`config.mk`:
```
export PLATFORM = sky130hd
export DESIGN_NAME = lmsm_sequencer
export DESIGN_NICKNAME = d
export VERILOG_FILES = /design/src/rtl/lmsm_sequencer.sv
export SDC_FILE = /design/constraint.sdc
export NUM_CORES = 1
export LEC_CHECK = 0
export CORE_ASPECT_RATIO = 1.4
export CORE_UTILIZATION = 39
export DETAILED_ROUTE_END_ITERATION = 8
export HOLD_SLACK_MARGIN = 0.12
export PLACE_DENSITY = 0.74
export SLEW_MARGIN = 20
export SYNTH_ARGS = -nofsm -noshare
export SYNTH_HDL_FRONTEND = slang
export SYNTH_SLANG_ARGS = --single-unit
```
`constraint.sdc`:
```
create_clock -name clk -period 1.85 [get_ports clk]
set_clock_uncertainty 0.05 [all_clocks]
set_input_delay 0.185 -clock clk [delete_from_list [all_inputs] [get_ports clk]]
set_output_delay 0.185 -clock clk [all_outputs]
set_load 0.05 [all_outputs]
```
`src/rtl/lmsm_sequencer.sv`:
```
// Load-multiple / store-multiple sequencer: walks a register mask lowest index
// first and issues one memory access per set bit at consecutive addresses.
module lmsm_sequencer #(
    parameter  int DATA_W = 16,
    parameter  int NREG   = 8,
    localparam int IDX_W  = $clog2(NREG)
) (
    input  logic              clk,
    input  logic              proc_rst,
    input  logic              start,
    input  logic              is_store,
    input  logic [NREG-1:0]   reg_mask,
    input  logic [DATA_W-1:0] base_addr,
    output logic              busy,
    output logic              done,
    output logic [3:0]        xfer_count,
    output logic [DATA_W-1:0] mem_addr,
    output logic              mem_rd,
    output logic              mem_wr,
    output logic [DATA_W-1:0] mem_wdata,
    input  logic [DATA_W-1:0] mem_rdata,
    input  logic              mem_ack,
    output logic [IDX_W-1:0]  rf_rd_addr,
    input  logic [DATA_W-1:0] rf_rd_data,
    output logic              rf_wr_en,
    output logic [IDX_W-1:0]  rf_wr_addr,
    output logic [DATA_W-1:0] rf_wr_data
);

    typedef enum logic [1:0] {
        S_IDLE,
        S_REQ,
        S_WB,
        S_DONE
    } state_t;

    state_t              state_reg, state_next;
    logic                store_reg, store_next;
    logic [NREG-1:0]     pending_reg, pending_next;
    logic [DATA_W-1:0]   addr_reg, addr_next;
    logic [3:0]          xfer_reg, xfer_next;
    logic [DATA_W-1:0]   wr_data_reg, wr_data_next;

    // Isolate the lowest set bit of the pending mask.
    logic [NREG-1:0]     lower_set;
    logic [NREG-1:0]     low_onehot;
    logic [NREG-1:0]     pending_clr;
    logic [IDX_W-1:0]    index;

    generate
        for (genvar gi = 0; gi < NREG; gi++) begin : g_prio
            if (gi == 0) begin : g_first
                assign lower_set[gi] = 1'b0;
            end else begin : g_rest
                assign lower_set[gi] = lower_set[gi-1] | pending_reg[gi-1];
            end
            assign low_onehot[gi] = pending_reg[gi] & ~lower_set[gi];
        end
    endgenerate

    assign pending_clr = pending_reg & ~low_onehot;

    always_comb begin
        index = '0;
        for (int i = 0; i < NREG; i++) begin
            if (low_onehot[i]) begin
                index = IDX_W'(i);
            end
        end
    end

    // Raw outputs before reset gating.
    logic              busy_c, done_c, mem_rd_c, mem_wr_c, rf_wr_en_c;
    logic [DATA_W-1:0] mem_addr_c, mem_wdata_c;
    logic [IDX_W-1:0]  rf_rd_addr_c, rf_wr_addr_c;

    always_comb begin
        state_next   = state_reg;
        store_next   = store_reg;
        pending_next = pending_reg;
        addr_next    = addr_reg;
        xfer_next    = xfer_reg;
        wr_data_next = wr_data_reg;
        busy_c       = 1'b0;
        done_c       = 1'b0;
        mem_rd_c     = 1'b0;
        mem_wr_c     = 1'b0;
        rf_wr_en_c   = 1'b0;
        mem_addr_c   = '0;
        mem_wdata_c  = '0;
        rf_rd_addr_c = '0;
        rf_wr_addr_c = '0;

        case (state_reg)
            S_IDLE: begin
                if (start) begin
                    store_next   = is_store;
                    pending_next = reg_mask;
                    addr_next    = base_addr;
                    xfer_next    = '0;
                    state_next   = (reg_mask != '0) ? S_REQ : S_DONE;
                end
            end
            S_REQ: begin
                busy_c     = 1'b1;
                mem_addr_c = addr_reg;
                if (store_reg) begin
                    mem_wr_c     = 1'b1;
                    rf_rd_addr_c = index;
                    mem_wdata_c  = rf_rd_data;
                    if (mem_ack) begin
                        pending_next = pending_clr;
                        addr_next    = addr_reg + 1'b1;
                        xfer_next    = xfer_reg + 4'd1;
                        state_next   = (pending_clr != '0) ? S_REQ : S_DONE;
                    end
                end else begin
                    mem_rd_c = 1'b1;
                    if (mem_ack) begin
                        wr_data_next = mem_rdata;
                        state_next   = S_WB;
                    end
                end
            end
            S_WB: begin
                busy_c       = 1'b1;
                rf_wr_en_c   = 1'b1;
                rf_wr_addr_c = index;
                pending_next = pending_clr;
                addr_next    = addr_reg + 1'b1;
                xfer_next    = xfer_reg + 4'd1;
                state_next   = (pending_clr != '0) ? S_REQ : S_DONE;
            end
            S_DONE: begin
                busy_c     = 1'b1;
                done_c     = 1'b1;
                state_next = S_IDLE;
            end
            default: begin
                state_next = S_IDLE;
            end
        endcase
    end

    always_ff @(posedge clk) begin
        if (proc_rst) begin
            state_reg   <= S_IDLE;
            store_reg   <= 1'b0;
            pending_reg <= '0;
            addr_reg    <= '0;
            xfer_reg    <= '0;
            wr_data_reg <= '0;
        end else begin
            state_reg   <= state_next;
            store_reg   <= store_next;
            pending_reg <= pending_next;
            addr_reg    <= addr_next;
            xfer_reg    <= xfer_next;
            wr_data_reg <= wr_data_next;
        end
    end

    // Reset forces every output low in the same cycle, so strobes drop before the edge.
    assign busy       = proc_rst ? 1'b0 : busy_c;
    assign done       = proc_rst ? 1'b0 : done_c;
    assign mem_rd     = proc_rst ? 1'b0 : mem_rd_c;
    assign mem_wr     = proc_rst ? 1'b0 : mem_wr_c;
    assign rf_wr_en   = proc_rst ? 1'b0 : rf_wr_en_c;
    assign mem_addr   = proc_rst ? '0   : mem_addr_c;
    assign mem_wdata  = proc_rst ? '0   : mem_wdata_c;
    assign rf_rd_addr = proc_rst ? '0   : rf_rd_addr_c;
    assign rf_wr_addr = proc_rst ? '0   : rf_wr_addr_c;
    assign xfer_count = proc_rst ? '0   : xfer_reg;
    assign rf_wr_data = proc_rst ? '0   : wr_data_reg;

endmodule

```
==> metrics <==
final design instance area without fill 5690 um2; sum of negative setup slack -3570 ps; worst r2r dst addr_reg[15]; top cells by count, synth sky130_fd_sc_hd__nand2_1 (64), sky130_fd_sc_hd__a21oi_1 (48), sky130_fd_sc_hd__dfxtp_1 (47); total die area 7920 um2; initial cell density of the core 0.403; post-synthesis cell count 409; number of synthesized flops with an enable pin 0; die height 105 um; worst endpoint data arrival time 1760 ps; Post-Synthesis Net Count 478; Avg WL per Cell 17.1 um; Worst Setup End Kind primary output; worst max-slew margin expressed relative to the limit 0.593; Synth async-reset ratio 0; worst supply voltage drop on vdd 0.569 mV; worst hold path type in -> reg; static leakage power 2.21 nW; routing usage on met1 0.325; Data required, critical path 1620 ps; Yosys warning total 0; first-pass iteration count of the detailed router 5; most frequent cell after synthesis sky130_fd_sc_hd__nand2_1; antenna violation net count after detailed routing 0; final count of negative-setup-slack endpoints 38; cell taking the most area after synthesis sky130_fd_sc_hd__dfxtp_1; flop and latch count out of synthesis 47; CTS buffer count 5; Top FF cell, synth sky130_fd_sc_hd__dfxtp_1; Std-Cell Rows 37; net count reported at finish 624; post-route minimum period 2000 ps; fill cell instance count of the final layout 517; GRT Overall Usage 0.287; H-tree lvl count 2; number of antenna diodes 0; Max Slew Vio Count 0; first-pass GRT wire length 17600 um; fmax 501 MHz; worst hold start proc_rst; final routed DRC violation total 0; instance area after placement 5050 um2; GR met3 Demand/Resource 0.0723; average instance area after synthesis 7.21 um2; r2r startpoint state_reg[1]; Vias/cell 5.61; max-cap violations 0; global routing met2 resource utilization 0.487; hold buffer count at CTS 0; placeable core region 7310 um2; library cells used by synthesis 49; post-route worst setup slack -145 ps; clock tree from TritonCTS yes; number of violations reported at the end of detailed-routing iteration 0 301; pre-CTS setup slack -123 ps; most utilized layer in the global route result met2; RSZ-0062 raised after global routing yes; transition time at the pin with the least slew margin 610 ps; terminating pin of the worst hold path pending_reg[4]; Detailed Place HPWL 7220 um; overall die width 75.5 um; vias in the first global route 3537; initial antenna violation count 0; worst reg-to-reg setup slack -20 ps; crit path launch type register; later-pin clock latency in the skew report 310 ps; largest fanout on the critical path 8; synthesis-to-layout area growth 92.9%; number of buffer cells added on primary ports 123; cell types occupying the most area after synthesis sky130_fd_sc_hd__dfxtp_1 (32%), sky130_fd_sc_hd__a21oi_1 (8.1%), sky130_fd_sc_hd__nand2_1 (8.1%); hold violation count in the final report 0; classification of the worst setup path reg -> out; Remaining Overflow, GRT 0; pin count of the biggest net entering global routing 33; hold depth 2; Total Routed Length 11100 um; outcome finished with violations; area share of the largest cell type after synthesis 0.319; Vias 3663; number of cells on the worst reg-to-reg path 7; Cell Pwr Density 873 nW/um2; root buffer cell sky130_fd_sc_hd__clkbuf_8; Top-Level Pins 124; Clock transition at path regs 100 ps; global placement routability congestion 0.886; period utilization 1.08; violations in the final reports negative setup slack; fraction of the yosys area taken by sequential cells 0.319; total clock sinks 47; Max Root-Sink Buffers 2; area of the mapped netlist 2950 um2; fraction of final layout cells with drive strength greater than 1 0.367
-- cells by family after synthesis --
| group | synth area share |
|---|---|
| and+or+nand+nor | 0.359 |
| AOI/OAI and AO/OA | 0.218 |
| DFF | 0.319 |
| buffers and inverters | 0.0589 |
| adders and majority gates | 0.0377 |
| muxes | 0.00721 |
-- where the power goes --
| part | internal (W) | switching (W) | total (W) |
|---|---|---|---|
| clock | 0.000306 | 0.000369 | 0.000675 |
| sequential | 0.00120 | 0.000267 | 0.00147 |
| combinational | 0.00137 | 0.00145 | 0.00282 |
| total | 0.00288 | 0.00209 | 0.00497 |
-- timing repair --
| item | in CTS | in global routing |
|---|---|---|
| cloned | 3 | 2 |
| pin swaps | 19 | 18 |
| endpoints found under the setup margin | 81 | 68 |
| setup buffers | 14 | 6 |
| gates resized for setup | 65 | 46 |
-- placed cells by master, fill, tap and decap left out, types with 11 or more instances in the layout --
cell type,Yosys,routed
sky130_fd_sc_hd__dfxtp_1,47,36
sky130_fd_sc_hd__buf_12,0,65
sky130_fd_sc_hd__nor2_1,29,21
sky130_fd_sc_hd__nand2_1,64,63
sky130_fd_sc_hd__and3_4,1,17
sky130_fd_sc_hd__o21ai_0,24,21
sky130_fd_sc_hd__nor2b_1,29,27
sky130_fd_sc_hd__buf_6,0,11
sky130_fd_sc_hd__clkdlybuf4s50_1,0,59
sky130_fd_sc_hd__buf_4,0,31
sky130_fd_sc_hd__a21oi_1,48,46
sky130_fd_sc_hd__and2_4,0,18
-- worst max-delay path by stage --
stage,start,end,slack [ps],cells after the start
floorplan,state_reg[1],rf_rd_addr[0],-150,6
global placement,state_reg[0],addr_reg[2],-40,9
detailed placement,state_reg[0],addr_reg[2],-120,9
CTS,state_reg[1],mem_wdata[9],-110,8
global route,state_reg[1],mem_wdata[7],-200,8
finish,state_reg[1],mem_wdata[7],-150,8
-- final cells by class --
class                           instances  area, um2  area share
Timing Repair Buffer                  171       2310       0.407
Clock buffer                            6       82.6      0.0145
Tap cell                               97        121      0.0213
Inverter                               11       51.3     0.00901
Multi-Input combinational cell        319       2140       0.377
Sequential cell                        47        962       0.169
Clock inverter                          2       16.3     0.00286
-- worst max-delay path, stage by stage, from the launching register on --
cell                      delay, ps
sky130_fd_sc_hd__dfxtp_2        350
sky130_fd_sc_hd__inv_4           80
sky130_fd_sc_hd__ha_4           140
sky130_fd_sc_hd__buf_6           90
sky130_fd_sc_hd__nor2b_4        190
sky130_fd_sc_hd__buf_6          130
sky130_fd_sc_hd__buf_6          120
sky130_fd_sc_hd__and3_4         200
sky130_fd_sc_hd__buf_12         130
-- metal layers --
metal,part of all wire,vias up
met5,0,-
met4,0.043,0
met3,0.073,39
met2,0.52,193
met1,0.36,1717
li1,-,1714
-- metrics by stage --
stage / instances / hold slack [ps] / power, W / utilization
2_1_floorplan: 409 / 271 / 0.00269 / -
3_3_place_gp: 623 / 388 / 0.00354 / 0.690
3_5_place_dp: 623 / 394 / 0.00362 / 0.690
4_1_cts: 648 / 160 / 0.00465 / 0.754
5_1_grt: 653 / 178 / 0.00524 / 0.778
6_report: 653 / 154 / 0.00497 / 0.778
Note: power is estimated with default switching activity, not from simulation.
